--- src/rtl/instruction_prefetch_queue.sv ---
// instruction_prefetch_queue
//
// Fetch stage that feeds the single-cycle MIPS datapath. It issues word-aligned
// reads to a variable-latency instruction memory, with at most one request
// outstanding, and buffers each returned word with its PC in a DEPTH-entry FIFO.
// A redirect flushes the FIFO and restarts fetch. A response that was in flight
// at the time of the redirect is dropped when it arrives.
//
// Optional feature: define PREFETCH_BYPASS_EN to present a response
// combinationally in the cycle it arrives whenever the FIFO is empty.
//
// Ports:
//   clk, reset                 rising-edge clock, async active-high reset
//   redirect, redirect_pc      flush and restart fetch at redirect_pc (word-aligned)
//   imem_req, imem_addr        read request / word address to instruction memory
//   imem_ready                 memory accepts the request this cycle
//   imem_rvalid, imem_rdata    one-cycle response pulse and its data
//   instr_valid, instr,        head entry valid, its word and PC (both 0 when
//   instr_pc                   no entry is valid)
//   instr_ready                datapath consumes the head entry

module instruction_prefetch_queue #(
    parameter int unsigned DEPTH    = 4,
    parameter logic [31:0] RESET_PC = 32'h0040_0000
) (
    input  logic        clk,
    input  logic        reset,
    input  logic        redirect,
    input  logic [31:0] redirect_pc,
    output logic        imem_req,
    output logic [31:0] imem_addr,
    input  logic        imem_ready,
    input  logic        imem_rvalid,
    input  logic [31:0] imem_rdata,
    output logic        instr_valid,
    output logic [31:0] instr,
    output logic [31:0] instr_pc,
    input  logic        instr_ready
);

    localparam int unsigned PW = (DEPTH > 1) ? $clog2(DEPTH) : 1;
    localparam int unsigned CW = $clog2(DEPTH + 1);

    logic [31:0]   fetch_pc_q;
    logic [31:0]   req_pc_q;
    logic [CW-1:0] count_q;
    logic [PW-1:0] rd_ptr_q;
    logic [PW-1:0] wr_ptr_q;
    logic          inflight_q;
    logic          discard_q;
    logic [63:0]   mem_q [DEPTH];

    logic        rsp;
    logic        rsp_keep;
    logic        fifo_empty;
    logic        bypass;
    logic        push;
    logic        pop;
    logic        accept;
    logic [CW:0] occupancy;
    logic [63:0] head;

    always_comb begin
        rsp        = imem_rvalid && inflight_q;
        // A response is kept only if it is not stale and no redirect flushes it now.
        rsp_keep   = rsp && !discard_q && !redirect;
        fifo_empty = (count_q == '0);
`ifdef PREFETCH_BYPASS_EN
        bypass     = fifo_empty && rsp_keep;
`else
        bypass     = 1'b0;
`endif
        head        = mem_q[rd_ptr_q];
        instr_valid = !fifo_empty || bypass;
        instr       = 32'h0;
        instr_pc    = 32'h0;
        if (!fifo_empty) begin
            instr    = head[63:32];
            instr_pc = head[31:0];
        end else if (bypass) begin
            instr    = imem_rdata;
            instr_pc = req_pc_q;
        end

        pop  = !fifo_empty && instr_ready && !redirect;
        // A bypassed word consumed this cycle never occupies a FIFO slot.
        push = rsp_keep && !(bypass && instr_ready);

        // Counting the push that lands this cycle reserves room for the next response.
        occupancy = {1'b0, count_q} + {{CW{1'b0}}, push};
        imem_req  = !reset && !redirect && !(inflight_q && !imem_rvalid)
                    && (occupancy < (CW + 1)'(DEPTH));
        imem_addr = fetch_pc_q;
        accept    = imem_req && imem_ready;
    end

    always_ff @(posedge clk or posedge reset) begin
        if (reset) begin
            fetch_pc_q <= RESET_PC;
            req_pc_q   <= 32'h0;
            count_q    <= '0;
            rd_ptr_q   <= '0;
            wr_ptr_q   <= '0;
            inflight_q <= 1'b0;
            discard_q  <= 1'b0;
        end else begin
            if (accept) begin
                inflight_q <= 1'b1;
                fetch_pc_q <= fetch_pc_q + 32'd4;
                req_pc_q   <= fetch_pc_q;
            end else if (rsp) begin
                inflight_q <= 1'b0;
            end

            if (redirect) begin
                // imem_req is low during a redirect, so no accept competes here.
                fetch_pc_q <= {redirect_pc[31:2], 2'b00};
                count_q    <= '0;
                rd_ptr_q   <= '0;
                wr_ptr_q   <= '0;
                discard_q  <= inflight_q && !imem_rvalid;
            end else begin
                if (rsp && discard_q) begin
                    discard_q <= 1'b0;
                end
                if (push) begin
                    wr_ptr_q <= wr_ptr_q + PW'(1);
                end
                if (pop) begin
                    rd_ptr_q <= rd_ptr_q + PW'(1);
                end
                unique case ({push, pop})
                    2'b10:   count_q <= count_q + CW'(1);
                    2'b01:   count_q <= count_q - CW'(1);
                    default: count_q <= count_q;
                endcase
            end
        end
    end

    // Storage needs no reset; entries are only read while count_q covers them.
    always_ff @(posedge clk) begin
        if (push) begin
            mem_q[wr_ptr_q] <= {imem_rdata, req_pc_q};
        end
    end

endmodule
--- config.mk ---
export PLATFORM = sky130hd
export DESIGN_NAME = instruction_prefetch_queue
export DESIGN_NICKNAME = d
export VERILOG_FILES = /design/src/rtl/instruction_prefetch_queue.sv
export SDC_FILE = /design/constraint.sdc
export NUM_CORES = 1
export LEC_CHECK = 0
export BUFFER_PORTS_ARGS = -buffer_cell sky130_fd_sc_hd__buf_2
export CORE_ASPECT_RATIO = 1.4
export CORE_MARGIN = 1
export CORE_UTILIZATION = 45
export DETAILED_ROUTE_END_ITERATION = 16
export GPL_ROUTABILITY_DRIVEN = 1
export SLEW_MARGIN = 30
export SYNTH_ARGS = -nofsm -noshare
export SYNTH_HDL_FRONTEND = slang
export SYNTH_SLANG_ARGS = --single-unit
--- constraint.sdc ---
create_clock -name clk -period 3.8 [get_ports clk]
set_input_delay 0.57 -clock clk [delete_from_list [all_inputs] [get_ports clk]]
set_output_delay 0.57 -clock clk [all_outputs]
set_load 0.01 [all_outputs]
==> results.sh, run 1 <==
export IMPL_status="finished clean"
export IMPL_fin_nets=1034
export IMPL_setup_viol=0
export IMPL_cp_data_required_time_ns=3.23
export IMPL_pre_cts_ws_ns=0.759
export IMPL_synth_area_per_cell_um2=16.3
export IMPL_power_share_switching_pct=28.5
export IMPL_gr_usage_all_layers_pct=18.7
export IMPL_synthXorXnorAreaFrac_pct=0.407
export IMPL_max_cap_viol_count=0
export IMPL_synth_seq_area_share_pct=71.1
export IMPL_post_cts_buffers=0
export IMPL_r2r_slack_ns=1.13
export IMPL_grt_pass1_wl_um=42500
export IMPL_tns_ns=0
export IMPL_synth_edf_count=248
export IMPL_grt_pass1_vias=7505
export IMPL_fin_crit_ns=3.17
export IMPL_cts_repair_resized=0
export IMPL_seq_area_um2=9180
export IMPL_io_pin_count=168
export IMPL_core_area_um2=28300
export IMPL_cts_buffers=31
export IMPL_port_buffers=161
export IMPL_synthAdderAreaFrac_pct=0.640
export IMPL_criticalPathCategory="register to output pin"
export IMPL_cts_hold_buf=0
export IMPL_crit_path_end_kind="output pin"
export IMPL_startpoint_type="register"
export IMPL_final_common_cell="edfxtp_1"
export IMPL_instances_no_fill=1356
export IMPL_setup_slack_ns=0.625
export IMPL_vias=7233
export IMPL_die_h_um=202
export IMPL_drc=0
export IMPL_gp_congestion=0.830
export IMPL_cellPowerDensity_nw_per_um2=638
export IMPL_layout_drive_gt1_share_pct=31.1
export IMPL_cts_tree="yes"
export IMPL_finClkSkew_ns=0.0135
export IMPL_htreeDepth=1
export IMPL_fillers=2339
export IMPL_clkSlewWorstSetupHoldPaths_ns=0.06
export IMPL_layout_common_cells="edfxtp_1 (248), buf_2 (161), nand2_1 (112)"
export IMPL_area_growth_pct=17.8
export IMPL_wirelength_um=26500
export IMPL_insertion_delay_ns=0.55
export IMPL_routed_via_density=5.33
export IMPL_slew_viol_final=0
export IMPL_synth_cell_types=54
export IMPL_leakage_nw=5.64
export IMPL_dp_hpwl_um=16500
export IMPL_combPwrFrac_pct=23.0
export IMPL_die_area_um2=29400
export IMPL_tightestPinTransition_ns=0.735
export IMPL_overflow=0
export IMPL_yosysWarnings=0
export IMPL_muxShareOfSynthArea_pct=11.3
export IMPL_crit_fanout=27
export IMPL_period_share_pct=83.5
export IMPL_fmax_ghz=0.315
export IMPL_dp_cells=1300
export IMPL_intPower_w=0.00693
export IMPL_initial_core_util_pct=45.6
export IMPL_synthSimpleGateAreaFrac_pct=11.2
export IMPL_antenna_found_initial=1
export IMPL_ir_drop_uv=605
export IMPL_clock_root_buffer="clkbuf_16"
export IMPL_rows=73
export IMPL_cts_buffer_depth=3
export IMPL_ys_seq_elements=317
export IMPL_hp_class="input port to asynchronous set/reset pin"
export IMPL_synth_cells=791
export IMPL_async_flop_share_pct=21.8
export IMPL_synth_compound_area_share_pct=3.40
export IMPL_syn_area_um2=12900
export IMPL_power_frac_seq_pct=46.6
export IMPL_critPathArrivalTime_ns=2.60
export IMPL_drt_iter0_drc=377
export IMPL_multi_input_area_um2=3510
export IMPL_max_slew_margin_rel_pct=51.0
export IMPL_wl_per_cell_um=19.6
export IMPL_switching_power_w=0.00277
export IMPL_first_pass_iters=4
export IMPL_synth_top_family_by_area="multiplexers"
export IMPL_rsz0062_at_grt="no"
export IMPL_hold_viol=0
export IMPL_clkPwrFrac_pct=30.4
export IMPL_cts_sinks=317
export IMPL_drtAntennaViolNets=0
export IMPL_n_antenna_cell=0
export IMPL_synth_ff_type="edfxtp_1"
export IMPL_die_w_um=145
export IMPL_grt_max_degree=65
export IMPL_final_util_pct=53.7
==> flip-flops by register name, summed over array words and instances (netlist names) <==
| signal | count |
|---|---|
| rd_ptr_q | 2 |
| req_pc_q | 30 |
| imem_addr | 30 |
| wr_ptr_q | 2 |
| count_q | 3 |
| mem_q | 248 |
| discard_q | 1 |
| inflight_q | 1 |
==> power groups by stage <==
| stage | sequential [W] | clock (W) | combinational [W] |
|---|---|---|---|
| after global placement | 0.00459 | 0 | 0.00229 |
| after floorplan | 0.00439 | 0 | 0.00155 |
| after global routing | 0.00458 | 0.00315 | 0.00247 |
| after CTS | 0.00453 | 0.00303 | 0.00231 |
| final | 0.00452 | 0.00295 | 0.00223 |
| after detailed placement | 0.00461 | 0 | 0.00231 |
==> through the flow <==
| step | hold WS, ns | area (µm²) | total power [W] |
|---|---|---|---|
| after global routing | 0.108 | 15200 | 0.0102 |
| final | 0.0762 | 15200 | 0.00970 |
| after floorplan | 0.462 | 12900 | 0.00595 |
| after CTS | 0.0665 | 15200 | 0.00987 |
| after detailed placement | 0.507 | 14200 | 0.00691 |
| after global placement | 0.495 | 14200 | 0.00688 |
==> layout make-up <==
type | instances | area share [%]
Sequential cell | 317 | 60.4
Multi-Input combinational cell | 423 | 23.1
Timing Repair Buffer | 176 | 6.62
Clock buffer | 40 | 5.80
Tap cell | 375 | 3.09
Clock inverter | 16 | 0.741
Inverter | 9 | 0.222
==> worst max-delay path, cell delays in order, from the launching register on <==
cell and delay (ns):
dfrtp_4 0.84, buf_4 0.32, mux4_2 0.57, and2_1 0.18, buf_2 0.13
==> kinds of logic after synthesis <==
kind of cell | count (synthesis)
flops | 317
simple gates | 281
mux | 68
compound gates | 58
buf+inv | 54
fa+ha+maj | 6
xor+xnor | 6
other cells | 1
==> metal layers <==
| metal | vias up | track usage, % | part of all wire (%) | wire (µm) |
|---|---|---|---|---|
| li1 | 3354 | - | - | - |
| met1 | 3633 | 24.4 | 42 | 11000 |
| met2 | 202 | 32.5 | 51 | 13700 |
| met3 | 42 | 3.12 | 5.1 | 1360 |
| met4 | 2 | 4.85 | 1.8 | 477 |
| met5 | - | 0 | 0.045 | 12 |
==> Yosys cell counts (6+ instances only) <==
cell type    n  share of area (%)
dfrtp_1     68                 13
nor2_1      13               0.38
mux4_2      62                 11
nor3_1       8               0.31
or4_1        7               0.41
buf_2       13               0.50
o21ai_0     15               0.58
a221o_1     12               0.93
edfxtp_1   248                 58
o211ai_1     7               0.41
nand2_1    112                3.3
clkbuf_1    24               0.70
or3_1        9               0.44
nand3_1     19               0.74
inv_1        9               0.26
a21o_1       6               0.35
a21oi_1      6               0.23
and2_1      67                3.2
nor2b_1     10               0.48
nand4_1     13               0.63
==> final timing paths <==
| path | from | to | depth (start not counted) |
|---|---|---|---|
| min | reset | imem_addr[30]$_DFFE_PP0P_ | 3 |
| max in group asynchronous | reset | rd_ptr_q[0]$_DFFE_PP0P_ | 3 |
| min in group clk | redirect_pc[17] | imem_addr[17]$_DFFE_PP0P_ | 3 |
| max reg2reg | count_q[2]$_DFFE_PP0P_ | imem_addr[12]$_DFFE_PP0P_ | 6 |
| min reg2reg | req_pc_q[23]$_DFFE_PP0P_ | mem_q[2][23]$_DFFE_PP_ | 0 |
| max | rd_ptr_q[0]$_DFFE_PP0P_ | instr_pc[12] | 4 |
Power figures use the tool's default switching activity.
==> run 2, diff against run 1 <==
--- a/config.mk
+++ b/config.mk
@@ -11,6 +11,7 @@
 export CORE_UTILIZATION = 45
 export DETAILED_ROUTE_END_ITERATION = 16
 export GPL_ROUTABILITY_DRIVEN = 1
+export PLACE_DENSITY = 0.67
 export SLEW_MARGIN = 30
 export SYNTH_ARGS = -nofsm -noshare
 export SYNTH_HDL_FRONTEND = slang
==> constraint.sdc (replaced) <==
create_clock -name clk -period 2.9 [get_ports clk]
set_input_delay 0.435 -clock clk [delete_from_list [all_inputs] [get_ports clk]]
set_output_delay 0.435 -clock clk [all_outputs]
set_load 0.01 [all_outputs]
==> run 2 against run 1 <==
Net effect: critical path depth stayed put; clock skew is 0.0085 ns higher; clock power is 35% higher; sequential power is 28% higher; die area stayed put; via count is 0.64% higher; non-clock buffer count is 10 higher; worst setup slack worse by 0.44 ns.
==> results.sh, run 2 (synthesis gave the netlist of run 1 again) <==
export IMPL_grt_max_degree=65
export IMPL_io_pin_count=168
export IMPL_switching_power_w=0.00363
export IMPL_status="finished clean"
export IMPL_insertion_delay_ns=0.57
export IMPL_startpoint_type="register"
export IMPL_power_frac_seq_pct=45.3
export IMPL_clkPwrFrac_pct=31.1
export IMPL_rsz0062_at_grt="no"
export IMPL_drtAntennaViolNets=0
export IMPL_fmax_ghz=0.368
export IMPL_placed_cell_area_um2=14300
export IMPL_power_share_switching_pct=28.3
export IMPL_port_buffers=161
export IMPL_hold_viol=0
export IMPL_gr_usage_all_layers_pct=17.9
export IMPL_post_cts_buffers=0
export IMPL_largest_register_ffs=248
export IMPL_n_antenna_cell=0
export IMPL_overflow=0
export IMPL_cts_buffers=30
export IMPL_drc=0
export IMPL_drt_iter0_drc=444
export IMPL_setup_slack_ns=0.181
export IMPL_criticalPathCategory="register to output pin"
export IMPL_whs_path_depth=3
export IMPL_fin_nets=1043
export IMPL_htreeDepth=1
export IMPL_max_slew_margin_rel_pct=50.0
export IMPL_cp_data_required_time_ns=2.47
export IMPL_dp_cells=1309
export IMPL_final_common_cell="edfxtp_1"
export IMPL_wl_per_cell_um=18.7
export IMPL_intPower_w=0.00918
export IMPL_period_share_pct=93.8
export IMPL_grt_pass1_wl_um=40700
export IMPL_ir_drop_uv=476
export IMPL_die_h_um=202
export IMPL_area_growth_pct=19.2
export IMPL_cellPowerDensity_nw_per_um2=832
export IMPL_layout_drive_gt1_share_pct=31.8
export IMPL_instances_no_fill=1366
export IMPL_die_area_um2=29400
export IMPL_cts_sinks=317
export IMPL_gp_congestion=0.873
export IMPL_fin_crit_ns=2.72
export IMPL_hp_class="input port to register"
export IMPL_cts_tree="yes"
export IMPL_first_pass_iters=5
export IMPL_slew_viol_final=0
export IMPL_final_util_pct=54.3
export IMPL_crit_path_end_kind="output pin"
export IMPL_cts_buffer_depth=3
export IMPL_critPathArrivalTime_ns=2.28
export IMPL_wirelength_um=25500
export IMPL_layout_common_cells="edfxtp_1 (248), buf_2 (161), nand2_1 (112)"
export IMPL_pre_cts_ws_ns=0.391
export IMPL_cts_repair_resized=0
export IMPL_vias=7279
export IMPL_antenna_found_initial=0
export IMPL_routed_via_density=5.33
export IMPL_clock_root_buffer="clkbuf_16"
export IMPL_tightestPinTransition_ns=0.750
export IMPL_leakage_nw=5.73
export IMPL_rr_worst_depth=6
export IMPL_setup_viol=0
export IMPL_combPwrFrac_pct=23.6
export IMPL_dp_hpwl_um=16100
export IMPL_die_w_um=145
export IMPL_tns_ns=0
export IMPL_finClkSkew_ns=0.0221
export IMPL_crit_fanout=64
export IMPL_cts_hold_buf=1
export IMPL_grt_pass1_vias=7475
export IMPL_clkSlewWorstSetupHoldPaths_ns=0.07
export IMPL_max_cap_viol_count=0
export IMPL_regMostFlops="mem_q"
export IMPL_rows=73
export IMPL_initial_core_util_pct=45.6
export IMPL_core_area_um2=28300
export IMPL_fin_area_um2=15400
-- run 2: worst paths after layout --
check	end	start	slack (ns)
setup / recovery	instr_pc[10]	count_q[0]$_DFFE_PP0P_	0.18
setup reg to reg	imem_addr[30]$_DFFE_PP0P_	imem_addr[3]$_DFFE_PP0P_	0.31
min in group asynchronous	req_pc_q[25]$_DFFE_PP0P_	reset	0.38
hold / removal	imem_addr[2]$_DFFE_PP0P_	redirect_pc[2]	0.08
hold reg to reg	mem_q[3][30]$_DFFE_PP_	req_pc_q[30]$_DFFE_PP0P_	0.51
max in group asynchronous	imem_addr[22]$_DFFE_PP1P_	reset	1.89
-- run 2: through the flow --
stage	total power, W	hold WS, ns
2_1_floorplan	0.00779	0.462
3_3_place_gp	0.00894	0.410
3_5_place_dp	0.00900	0.413
4_1_cts	0.0130	0.0528
5_1_grt	0.0134	0.0676
6_report	0.0128	0.0818
-- run 2: per-layer routing --
layer,up-vias,wire length [µm],track usage [%]
met3,48,1160,2.14
met4,0,677,6.65
met2,218,13200,30.9
met1,3637,10500,23.2
li1,3376,-,-
met5,-,0,0
-- run 2: critical path, cell delays in order (launching register included) --
cell and delay (ns):
dfrtp_1 0.48, or3_2 0.50, buf_4 0.29, and2_1 0.26, buf_2 0.14
-- run 2: power by group through the flow --
| stage | clock network [W] | registers, W | logic, W |
|---|---|---|---|
| 2_1_floorplan | 0 | 0.00575 | 0.00204 |
| 3_3_place_gp | 0 | 0.00586 | 0.00308 |
| 3_5_place_dp | 0 | 0.00590 | 0.00311 |
| 4_1_cts | 0.00408 | 0.00580 | 0.00312 |
| 5_1_grt | 0.00423 | 0.00586 | 0.00334 |
| 6_report | 0.00399 | 0.00580 | 0.00302 |
-- run 2: final cells by class --
type / instances / area [µm²]
Fill cell: 2299 / 12900
Tap cell: 375 / 469
Timing Repair Buffer: 186 / 1150
Multi-Input combinational cell: 423 / 3510
Sequential cell: 317 / 9180
Inverter: 9 / 33.8
Clock inverter: 10 / 78.8
Clock buffer: 46 / 970
==> run 3, diff against run 2 <==
--- a/config.mk
+++ b/config.mk
@@ -11,7 +11,6 @@
 export CORE_UTILIZATION = 45
 export DETAILED_ROUTE_END_ITERATION = 16
 export GPL_ROUTABILITY_DRIVEN = 1
-export PLACE_DENSITY = 0.67
 export SLEW_MARGIN = 30
 export SYNTH_ARGS = -nofsm -noshare
 export SYNTH_HDL_FRONTEND = slang
==> constraint.sdc (replaced) <==
create_clock -name clk -period 3 [get_ports clk]
set_input_delay 0.45 -clock clk [delete_from_list [all_inputs] [get_ports clk]]
set_output_delay 0.45 -clock clk [all_outputs]
set_load 0.01 [all_outputs]
==> run 3 against run 2 <==
Net effect: global-route usage rose by 1.1 points; sequential share of layout area up 0.54 points; worst setup slack lost 0.015 ns; routed wire length up 5.8%; highest routed layer is now met5; clock power is 9.5% lower; via count is 0.32% higher; clock skew is 0.0096 ns lower; core utilization is 0.47 points lower; hold slack better by 0.015 ns; combinational power decreased by 4%; sequential power fell by 2%; non-clock buffer count shrank 3.
==> results.sh, run 3 (synthesis gave the netlist of run 1 again) <==
export IMPL_overflow=0
export IMPL_first_pass_iters=5
export IMPL_rsz0062_at_grt="no"
export IMPL_cts_sinks=317
export IMPL_largest_register_ffs=248
export IMPL_power_share_switching_pct=28.5
export IMPL_setup_slack_ns=0.166
export IMPL_worst_path_largest_cell_delay_ns=0.69
export IMPL_status="finished clean"
export IMPL_layout_common_cells="edfxtp_1 (248), buf_2 (161), nand2_1 (112)"
export IMPL_cts_buffers=30
export IMPL_dp_hpwl_um=17100
export IMPL_insertion_delay_ns=0.56
export IMPL_die_w_um=145
export IMPL_grt_max_degree=70
export IMPL_switching_power_w=0.00348
export IMPL_area_growth_pct=18.2
export IMPL_tns_ns=0
export IMPL_max_slew_margin_rel_pct=51.6
export IMPL_n_antenna_cell=0
export IMPL_wl_per_cell_um=19.8
export IMPL_placed_cell_area_um2=14300
export IMPL_gr_usage_all_layers_pct=18.9
export IMPL_pre_cts_ws_ns=0.417
export IMPL_fmax_ghz=0.353
export IMPL_power_frac_seq_pct=46.5
export IMPL_fin_crit_ns=2.83
export IMPL_cp_data_required_time_ns=2.55
export IMPL_setup_viol=0
export IMPL_leakage_nw=5.65
export IMPL_cts_hold_buf=1
export IMPL_regMostFlops="mem_q"
export IMPL_worst_path_max_delay_cell="dfrtp_4"
export IMPL_io_pin_count=168
export IMPL_cts_repair_resized=0
export IMPL_routed_via_density=5.36
export IMPL_drt_iter0_drc=431
export IMPL_tightestPinTransition_ns=0.726
export IMPL_period_share_pct=94.5
export IMPL_gp_congestion=0.820
export IMPL_crit_fanout=23
export IMPL_cellPowerDensity_nw_per_um2=799
export IMPL_max_cap_viol_count=0
export IMPL_die_h_um=202
export IMPL_fin_nets=1040
export IMPL_critPathArrivalTime_ns=2.38
export IMPL_drtAntennaViolNets=0
export IMPL_cts_buffer_depth=3
export IMPL_antenna_found_initial=1
export IMPL_fin_area_um2=15300
export IMPL_layout_drive_gt1_share_pct=30.7
export IMPL_port_buffers=161
export IMPL_initial_core_util_pct=45.6
export IMPL_clock_root_buffer="clkbuf_16"
export IMPL_grt_pass1_wl_um=42800
export IMPL_clkSlewWorstSetupHoldPaths_ns=0.06
export IMPL_rows=73
export IMPL_final_util_pct=53.9
export IMPL_drc=0
export IMPL_startpoint_type="register"
export IMPL_final_common_cell="edfxtp_1"
export IMPL_core_area_um2=28300
export IMPL_cts_tree="yes"
export IMPL_hold_viol=0
export IMPL_grt_pass1_vias=7605
export IMPL_criticalPathCategory="register to output pin"
export IMPL_ir_drop_uv=444
export IMPL_hp_class="input port to register"
export IMPL_intPower_w=0.00872
export IMPL_slew_viol_final=0
export IMPL_wirelength_um=27000
export IMPL_finClkSkew_ns=0.0125
export IMPL_vias=7302
export IMPL_post_cts_buffers=0
export IMPL_fillers=2369
export IMPL_die_area_um2=29400
export IMPL_clkPwrFrac_pct=29.6
export IMPL_htreeDepth=1
export IMPL_crit_path_end_kind="output pin"
export IMPL_crit_path_cell_trace="buf_12, mux4_2, and2_1, buf_2"
export IMPL_combPwrFrac_pct=23.9
run 3: cell types whose count changed in the layout (fill, tap and decap cells not counted), moves of 2 or more:
cell,delta
buf_4,-2
clkbuf_16,-2
clkbuf_1,+9
clkbuf_8,-3
run 3: worst paths after layout:
path	cells after the start	slack [ns]	endpoint	start
max	4	0.17	instr[18]	rd_ptr_q[0]$_DFFE_PP0P_
min	3	0.1	imem_addr[23]$_DFFE_PP0P_	redirect_pc[23]
max reg2reg	6	0.39	imem_addr[30]$_DFFE_PP0P_	imem_addr[2]$_DFFE_PP0P_
min reg2reg	1	0.50	discard_q$_DFFE_PP0P_	inflight_q$_DFFE_PP0P_
max in group asynchronous	4	2.12	imem_addr[22]$_DFFE_PP1P_	reset
min in group asynchronous	4	0.53	imem_addr[30]$_DFFE_PP0P_	reset
run 3: metal layers:
metal  vias to the layer above  GRT usage [%]  wire length [µm]
met5                         -              0                 9
met4                         2           5.45               577
met3                        40           3.09              1300
met2                       210           33.9             14200
met1                      3677           23.6             10900
li1                       3373              -                 -
run 3: power by group through the flow:
stage	clock, W	combinational [W]	sequential [W]
after floorplan	0	0.00197	0.00556
after global placement	0	0.00299	0.00575
after detailed placement	0	0.00300	0.00577
after CTS	0.00371	0.00301	0.00568
after global routing	0.00388	0.00322	0.00574
final	0.00361	0.00291	0.00567
run 3: critical path, delay by kind of cell, from the launching register on:
family	cells	cell delay, ns
flip-flops	1	0.69
multiplexers	1	0.52
buffers and inverters	2	0.42
AND/OR/NAND/NOR	1	0.18
run 3: metrics by stage:
stage	power, W	hold WS (ns)	cells
finish	0.0122	0.0969	1363
global route	0.0128	0.0860	1363
CTS	0.0124	0.0778	1363
detailed placement	0.00878	0.492	1306
global placement	0.00874	0.491	1306
floorplan	0.00753	0.462	794
run 3: layout make-up:
| type | count | area, µm² | share of cell area (%) |
|---|---|---|---|
| clock buffer | 49 | 905 | 5.93 |
| clock inverter | 7 | 43.8 | 0.287 |
| inverter | 9 | 33.8 | 0.221 |
| multi-input combinational | 423 | 3510 | 23.0 |
| sequential | 317 | 9180 | 60.2 |
| tap | 375 | 469 | 3.08 |
| timing repair buffer | 183 | 1110 | 7.28 |
